`src/rtl/bk_pkg.sv`:
```
// Shared definitions for the Brent-Kung adder family.
// Provides:
//   gp_t      - packed (generate, propagate) pair for one bit or bit group
//   clog2     - ceiling log2, used to size the prefix tree levels
//   gp_merge  - associative group operator: (hi) o (lo)
package bk_pkg;

  typedef struct packed {
    logic g;
    logic p;
  } gp_t;

  function automatic int clog2(input int value);
    int r;
    int v;
    r = 0;
    v = value - 1;
    while (v > 0) begin
      r++;
      v = v >> 1;
    end
    return r;
  endfunction

  // Combine a more-significant group (hi) with the adjacent less-significant
  // group (lo) into one group spanning both.
  function automatic gp_t gp_merge(input gp_t hi, input gp_t lo);
    gp_t r;
    r.g = hi.g | (hi.p & lo.g);
    r.p = hi.p & lo.p;
    return r;
  endfunction

endpackage

```
`src/rtl/bk_prefix_core.sv`:
```
// Combinational Brent-Kung prefix network, split into its two sweeps so the
// instantiating block can place a register between them.
// Ports:
//   bit_gp    in   per-bit (g,p) from the operands
//   up_gp     out  up-sweep result: position i holds the group ending at i
//                  whose span is set by the largest power of two dividing i+1
//   dn_in_gp  in   up-sweep result (possibly registered) fed to the down-sweep
//   prefix_gp out  position i holds the group (G,P) spanning bits [0..i]
module bk_prefix_core
  import bk_pkg::*;
#(
  parameter int WIDTH = 32
) (
  input  gp_t [WIDTH-1:0] bit_gp,
  output gp_t [WIDTH-1:0] up_gp,
  input  gp_t [WIDTH-1:0] dn_in_gp,
  output gp_t [WIDTH-1:0] prefix_gp
);

  localparam int UP_LVLS = clog2(WIDTH);
  localparam int DN_LVLS = UP_LVLS - 1;

  // Up-sweep: at level l, every position i with (i+1) a multiple of 2^l
  // absorbs the group ending 2^(l-1) positions below it.
  for (genvar l = 0; l <= UP_LVLS; l++) begin : g_up
    gp_t [WIDTH-1:0] node;
    if (l == 0) begin : g_leaf
      assign node = bit_gp;
    end else begin : g_lvl
      localparam int HALF = 1 << (l - 1);
      for (genvar i = 0; i < WIDTH; i++) begin : g_bit
        if (((i + 1) % (2 * HALF)) == 0) begin : g_m
          assign node[i] = gp_merge(g_up[l-1].node[i], g_up[l-1].node[i-HALF]);
        end else begin : g_pass
          assign node[i] = g_up[l-1].node[i];
        end
      end
    end
  end

  assign up_gp = g_up[UP_LVLS].node;

  // Down-sweep: from coarse to fine stride, each position sitting half a
  // stride above a completed prefix extends itself down to bit 0.
  for (genvar k = 0; k <= DN_LVLS; k++) begin : g_dn
    gp_t [WIDTH-1:0] node;
    if (k == 0) begin : g_root
      assign node = dn_in_gp;
    end else begin : g_lvl
      localparam int HALF = 1 << (UP_LVLS - k - 1);
      for (genvar i = 0; i < WIDTH; i++) begin : g_bit
        if ((((i + 1) % (2 * HALF)) == HALF) && ((i + 1) > HALF)) begin : g_m
          assign node[i] = gp_merge(g_dn[k-1].node[i], g_dn[k-1].node[i-HALF]);
        end else begin : g_pass
          assign node[i] = g_dn[k-1].node[i];
        end
      end
    end
  end

  assign prefix_gp = g_dn[DN_LVLS].node;

endmodule

```
`src/rtl/bk_pipe_addsub.sv`:
```
// Pipelined Brent-Kung adder/subtractor with valid/ready flow control.
// Ports:
//   clk, rst_n            clock, asynchronous active-low reset
//   in_valid / in_ready   input handshake; accepted when both are high
//   in_a, in_b            operands
//   in_cin                carry-in (add mode only)
//   in_sub                0 = a+b+cin, 1 = a-b
//   in_tag                sideband tag carried with the operation
//   out_valid / out_ready output handshake
//   out_sum               result modulo 2^WIDTH
//   out_cout              carry out of MSB (sub: 1 = no borrow)
//   out_ovf               signed overflow
//   out_zero              out_sum == 0
//   out_tag               tag of this result
// Register placement: PIPE_STAGES=1 output only; 2 adds a register between
// the sweeps; 3 adds another after bitwise g/p generation.
module bk_pipe_addsub
  import bk_pkg::*;
#(
  parameter int WIDTH       = 32,
  parameter int PIPE_STAGES = 2,
  parameter int TAG_W       = 4
) (
  input  logic             clk,
  input  logic             rst_n,
  input  logic             in_valid,
  output logic             in_ready,
  input  logic [WIDTH-1:0] in_a,
  input  logic [WIDTH-1:0] in_b,
  input  logic             in_cin,
  input  logic             in_sub,
  input  logic [TAG_W-1:0] in_tag,
  output logic             out_valid,
  input  logic             out_ready,
  output logic [WIDTH-1:0] out_sum,
  output logic             out_cout,
  output logic             out_ovf,
  output logic             out_zero,
  output logic [TAG_W-1:0] out_tag
);

  localparam int LAST = PIPE_STAGES - 1;
  localparam int MID  = (PIPE_STAGES >= 2) ? PIPE_STAGES - 2 : 0;

  // ---------------- valid chain ----------------
  logic [PIPE_STAGES-1:0] v_q, v_d, adv, ld, src_v;

  // NOTE: every always_comb output gets a default first so no path leaves it
  // unassigned; a missing default would infer a latch.
  always_comb begin
    logic full;
    adv   = '0;
    ld    = '0;
    src_v = '0;
    v_d   = v_q;
    src_v[0] = in_valid;
    for (int k = 1; k < PIPE_STAGES; k++) src_v[k] = v_q[k-1];
    for (int k = 0; k < PIPE_STAGES; k++) begin
      // Stage k moves unless it and every stage after it is full and the
      // consumer is stalling.
      full = 1'b1;
      for (int j = k; j < PIPE_STAGES; j++) full = full & v_q[j];
      adv[k] = out_ready | ~full;
      ld[k]  = adv[k] & src_v[k];
      if (adv[k]) v_d[k] = src_v[k];
    end
  end

  // NOTE: state is updated with non-blocking assignments so every flop
  // samples pre-edge values regardless of block evaluation order.
  always_ff @(posedge clk or negedge rst_n) begin
    if (!rst_n) v_q <= '0;
    else        v_q <= v_d;
  end

  assign in_ready  = adv[0];
  assign out_valid = v_q[LAST];

  // ---------------- bitwise g/p ----------------
  gp_t [WIDTH-1:0] gen_gp_d;
  logic            gen_c0_d;
  logic [WIDTH-1:0] b_eff;

  always_comb begin
    b_eff    = in_sub ? ~in_b : in_b;
    gen_c0_d = in_sub | in_cin;
    for (int i = 0; i < WIDTH; i++)
      gen_gp_d[i] = '{g: in_a[i] & b_eff[i], p: in_a[i] ^ b_eff[i]};
  end

  gp_t [WIDTH-1:0]  up_in_gp;
  logic             up_c0;
  logic [TAG_W-1:0] up_tag;

  if (PIPE_STAGES == 3) begin : g_gen_reg
    gp_t [WIDTH-1:0]  gen_gp_q;
    logic             gen_c0_q;
    logic [TAG_W-1:0] gen_tag_q;
    // NOTE: datapath registers are reset along with the valid bits; the
    // cost is small and it keeps simulation free of X on idle stages.
    always_ff @(posedge clk or negedge rst_n) begin
      if (!rst_n) begin
        gen_gp_q  <= '0;
        gen_c0_q  <= 1'b0;
        gen_tag_q <= '0;
      end else if (ld[0]) begin
        gen_gp_q  <= gen_gp_d;
        gen_c0_q  <= gen_c0_d;
        gen_tag_q <= in_tag;
      end
    end
    assign up_in_gp = gen_gp_q;
    assign up_c0    = gen_c0_q;
    assign up_tag   = gen_tag_q;
  end else begin : g_gen_thru
    assign up_in_gp = gen_gp_d;
    assign up_c0    = gen_c0_d;
    assign up_tag   = in_tag;
  end

  // ---------------- prefix network ----------------
  gp_t [WIDTH-1:0] up_gp, dn_gp, prefix_gp;

  bk_prefix_core #(.WIDTH(WIDTH)) u_core (
    .bit_gp    (up_in_gp),
    .up_gp     (up_gp),
    .dn_in_gp  (dn_gp),
    .prefix_gp (prefix_gp)
  );

  gp_t [WIDTH-1:0]  mid_gp_d;
  logic [WIDTH-1:0] mid_p_d;
  logic [WIDTH-1:0] dn_p;
  logic             dn_c0;
  logic [TAG_W-1:0] dn_tag;

  // Bit-level propagate must survive the sweep register separately: the
  // up-sweep overwrites p at odd positions with group propagates.
  always_comb begin
    mid_gp_d = up_gp;
    for (int i = 0; i < WIDTH; i++) mid_p_d[i] = up_in_gp[i].p;
  end

  if (PIPE_STAGES >= 2) begin : g_mid_reg
    gp_t [WIDTH-1:0]  mid_gp_q;
    logic [WIDTH-1:0] mid_p_q;
    logic             mid_c0_q;
    logic [TAG_W-1:0] mid_tag_q;
    always_ff @(posedge clk or negedge rst_n) begin
      if (!rst_n) begin
        mid_gp_q  <= '0;
        mid_p_q   <= '0;
        mid_c0_q  <= 1'b0;
        mid_tag_q <= '0;
      end else if (ld[MID]) begin
        mid_gp_q  <= mid_gp_d;
        mid_p_q   <= mid_p_d;
        mid_c0_q  <= up_c0;
        mid_tag_q <= up_tag;
      end
    end
    assign dn_gp  = mid_gp_q;
    assign dn_p   = mid_p_q;
    assign dn_c0  = mid_c0_q;
    assign dn_tag = mid_tag_q;
  end else begin : g_mid_thru
    assign dn_gp  = mid_gp_d;
    assign dn_p   = mid_p_d;
    assign dn_c0  = up_c0;
    assign dn_tag = up_tag;
  end

  // ---------------- carries, sum, flags ----------------
  logic [WIDTH:0]   carry;
  logic [WIDTH-1:0] sum_d;
  logic             cout_d, ovf_d, zero_d;

  // The carry-in is folded in after the prefix: c[i+1] = G[0..i] | P[0..i]&c0.
  always_comb begin
    carry[0] = dn_c0;
    for (int i = 0; i < WIDTH; i++)
      carry[i+1] = prefix_gp[i].g | (prefix_gp[i].p & dn_c0);
    sum_d  = dn_p ^ carry[WIDTH-1:0];
    cout_d = carry[WIDTH];
    ovf_d  = carry[WIDTH] ^ carry[WIDTH-1];
    zero_d = ~|sum_d;
  end

  logic [WIDTH-1:0] out_sum_q;
  logic             out_cout_q, out_ovf_q, out_zero_q;
  logic [TAG_W-1:0] out_tag_q;

  always_ff @(posedge clk or negedge rst_n) begin
    if (!rst_n) begin
      out_sum_q  <= '0;
      out_cout_q <= 1'b0;
      out_ovf_q  <= 1'b0;
      out_zero_q <= 1'b0;
      out_tag_q  <= '0;
    end else if (ld[LAST]) begin
      out_sum_q  <= sum_d;
      out_cout_q <= cout_d;
      out_ovf_q  <= ovf_d;
      out_zero_q <= zero_d;
      out_tag_q  <= dn_tag;
    end
  end

  assign out_sum  = out_sum_q;
  assign out_cout = out_cout_q;
  assign out_ovf  = out_ovf_q;
  assign out_zero = out_zero_q;
  assign out_tag  = out_tag_q;

endmodule
```
`config.mk`:
```
export PLATFORM = sky130hd
export DESIGN_NAME = bk_pipe_addsub
export DESIGN_NICKNAME = d
export VERILOG_FILES = /design/src/rtl/bk_pkg.sv /design/src/rtl/bk_prefix_core.sv /design/src/rtl/bk_pipe_addsub.sv
export SDC_FILE = /design/constraint.sdc
export NUM_CORES = 1
export LEC_CHECK = 0
export ABC_AREA = 1
export CAP_MARGIN = 30
export CORE_MARGIN = 2
export CORE_UTILIZATION = 30
export CTS_CLUSTER_DIAMETER = 120
export DETAILED_ROUTE_END_ITERATION = 12
export PLACE_DENSITY = 0.47
export SLEW_MARGIN = 20
export SYNTH_ARGS = -nofsm -noshare
export SYNTH_HDL_FRONTEND = slang
export SYNTH_SLANG_ARGS = --single-unit
```
`constraint.sdc`:
```
create_clock -name clk -period 1.8 [get_ports clk]
set_clock_uncertainty 0.1 [all_clocks]
set_input_delay 0.18 -clock clk [delete_from_list [all_inputs] [get_ports clk]]
set_output_delay 0.18 -clock clk [all_outputs]
set_load 0.1 [all_outputs]
```
==> results.sh <==
export IMPL_die_w_um=153
export IMPL_fin_ws_ns=-0.0240
export IMPL_rows=54
export IMPL_crit_required_ns=2.05
export IMPL_reg2regPathDepth=13
export IMPL_hp_class="in2async"
export IMPL_finalSetupTns_ns=-0.0240
export IMPL_drive_above_1_share_pct=22.6
export IMPL_antenna_found_initial=0
export IMPL_crit_type="reg2reg"
export IMPL_totalWireLength_um=18000
export IMPL_max_cap_viol_count=0
export IMPL_clock_fmax_mhz=548
export IMPL_ys_ff_latch=126
export IMPL_gr_usage_met1_pct=21.4
export IMPL_n_antenna_cell=0
export IMPL_crit_fanout=10
export IMPL_yosysTopAreaCell="dfrtp_1"
export IMPL_syn_area_sq_mm=0.00664
export IMPL_slew_violations=0
export IMPL_core_sq_mm=0.0218
export IMPL_ioPinCount=115
export IMPL_p_per_area_mw_per_mm2=1340
export IMPL_initial_utilization_pct=30.5
export IMPL_clkLatencyLatePin_ns=0.42
export IMPL_drtPass1Iterations=5
export IMPL_synth_edf_count=0
export IMPL_die_area_sq_mm=0.0233
export IMPL_grt_pass1_wl_um=30100
export IMPL_irDropWorstVdd_mv=0.621
export IMPL_setup_violations=1
export IMPL_cts_sinks=126
export IMPL_gp_congestion=0.780
export IMPL_ys_seq_area_share_pct=47.5
export IMPL_synth_cells=834
export IMPL_htreeDepth=4
export IMPL_yosys_cell_count_top_type="nand2_1"
export IMPL_ant_nets=0
export IMPL_worstMarginPinSlew_ns=0.481
export IMPL_gr_usage_met3_pct=3.13
export IMPL_hold_viol_final=0
export IMPL_syn_to_final_growth_pct=53.4
export IMPL_overflow=0
export IMPL_drc=0
export IMPL_cts_tree="yes"
export IMPL_synthFlopType="dfrtp_1"
export IMPL_path_clk_slew_ns=0.06
export IMPL_clockBufferDepth=2
export IMPL_nets=1150
export IMPL_critPathArrivalTime_ns=2.08
export IMPL_syn_nets=941
export IMPL_wl_per_cell_um=13.5
export IMPL_maxSlewHeadroom_pct=68.0
export IMPL_place_hpwl_um=13600
export IMPL_grt_total_usage_pct=16.0
export IMPL_grt_max_degree=43
export IMPL_synth_top_cell_area_share_pct=47.5
export IMPL_synth_common_cells="nand2_1 (281), dfrtp_1 (126), o21ai_0 (93)"
export IMPL_placedCellCount=1291
export IMPL_drtIter0Drc=288
export IMPL_status="finished with violations"
export IMPL_fin_area_sq_mm=0.0102
export IMPL_endpoint_kind="register"
export IMPL_rsz0062_at_grt="yes"
export IMPL_final_cells=1336
export IMPL_ys_types=29
export IMPL_die_h_um=153
export IMPL_use_met2_pct=26.5
export IMPL_leakage_nw=5.03
export IMPL_cts_root_buffer="clkbuf_16"
export IMPL_holdWs_ns=0.159
export IMPL_vias_per_cell=4.45
export IMPL_top_usage_layer="met2"
export IMPL_synth_area_leaders="dfrtp_1 (47%), nand2_1 (16%), o21ai_0 (7.0%), ha_1 (6.2%), xor2_1 (4.9%)"
export IMPL_cts_buffers=17
export IMPL_dpl_cell_area_sq_mm=0.00921
export IMPL_fin_crit_ns=1.82
export IMPL_yosys_warnings=0
export IMPL_syn_area_per_cell_sq_um=7.96
export IMPL_worstSetupStartpointType="register"
export IMPL_dr_total_vias=5947
export IMPL_io_buffers=114
export IMPL_synth_async_reset_ratio_pct=100
export IMPL_violations="setup timing"
export IMPL_final_period_utilization_pct=101
export IMPL_first_global_vias=6035
-- critical path: stages, from the launching register on --
cell     delay, ns
dfrtp_1       0.39
buf_12        0.16
buf_4         0.15
nand3_1       0.08
nand3_1       0.08
nand2_1       0.11
nand2_1       0.07
nor2_2        0.13
nand2_1       0.08
nor2_2        0.11
nand2_1       0.06
nor2_1        0.10
nand2_1       0.07
nand2_1       0.06
-- timing repair --
item	in CTS	in global routing
gates resized for setup	19	49
endpoints found under the setup margin	4	7
hold buffers	1	0
hold endpoints to repair	27	0
setup buffers	5	7
pin swaps	6	32
-- final timing paths --
kind | startpoint | to | slack [ns]
setup / recovery | dn_c0$_DFFE_PN0P_ | out_zero$_DFFE_PN0P_ | -0.02
hold / removal | rst_n | dn_gp[21]$_DFFE_PN0P_ | 0.16
setup reg to reg | dn_c0$_DFFE_PN0P_ | out_zero$_DFFE_PN0P_ | -0.02
hold reg to reg | dn_gp[17]$_DFFE_PN0P_ | dn_gp[17]$_DFFE_PN0P_ | 0.37
max in group asynchronous | rst_n | v_q[1]$_DFFE_PN0N_ | 0.84
min in group clk | in_sub | dn_c0$_DFFE_PN0P_ | 0.21
-- per-layer routing --
layer  vias to the layer above  share of wire (%)  routed length (um)
li1                       3114                  -                   -
met1                      2727                 48                8720
met2                        93                 47                8510
met3                        13                3.1                 563
met4                         0                1.1                 191
met5                         -                  0                   0
-- final cells by class --
type,count,area (sq um)
timing repair buffer,221,2470
tap,280,350
sequential,126,3160
clock buffer,18,429
inverter,83,312
fill,2152,11600
multi-input combinational,594,3230
clock inverter,14,240
-- cells in the final DEF, fill, tap and decap left out, drive strengths merged --
master and n:
nor2 39, dfrtp 126, buf 149, o21ai 94
bufinv 6, nand3 53, o22ai 1, xor2 37
clkbuf 18, nand2 281, clkinv 5, nand4 9
a21oi 17, ha 33, a21o 5, nor3 4
or2 1, dlymetal6s2s 6, a211oi 1, dlygate4sd3 1
o211ai 1, clkinvlp 2, clkdlybuf4s50 65, o21bai 2
nand3b 3, o31ai 2, a31oi 10, nor4 1
inv 84
-- stage by stage --
| step | utilization, % | setup slack [ns] | total power, mW |
|---|---|---|---|
| after global routing | 46.8 | -0.223 | 14.3 |
| after CTS | 45.9 | -0.0682 | 13.7 |
| after detailed placement | 42.3 | -0.491 | 9.62 |
| after floorplan | - | -0.0306 | 7.14 |
| after global placement | 42.3 | -0.445 | 9.59 |
| final | 46.8 | -0.0240 | 13.7 |
-- flip-flops by register name, summed over array words and instances (netlist names) --
| register | count |
|---|---|
| dn_p | 32 |
| out_zero | 1 |
| dn_tag | 4 |
| dn_c0 | 1 |
| out_ovf | 1 |
| dn_gp | 48 |
| out_sum | 32 |
| out_cout | 1 |
| out_tag | 4 |
| v_q | 2 |
-- power breakdown --
group	switching [mW]	internal, mW	leakage [nW]
logic	3.58	2.26	3.15
registers	0.497	3.41	1.56
clock network	1.32	2.60	0.320
total	5.39	8.27	5.03
-- cell families (layout without fill, tap and decap cells) --
group / count (synthesis) / count (layout) / share of synthesized area [%]
flops: 126 / 126 / 47.5
buf+inv: 114 / 336 / 6.97
simple gates: 391 / 391 / 23.8
compound gates: 133 / 133 / 10.7
xor+xnor: 37 / 37 / 4.88
fa+ha+maj: 33 / 33 / 6.22
(Power assumes the default switching activity.)
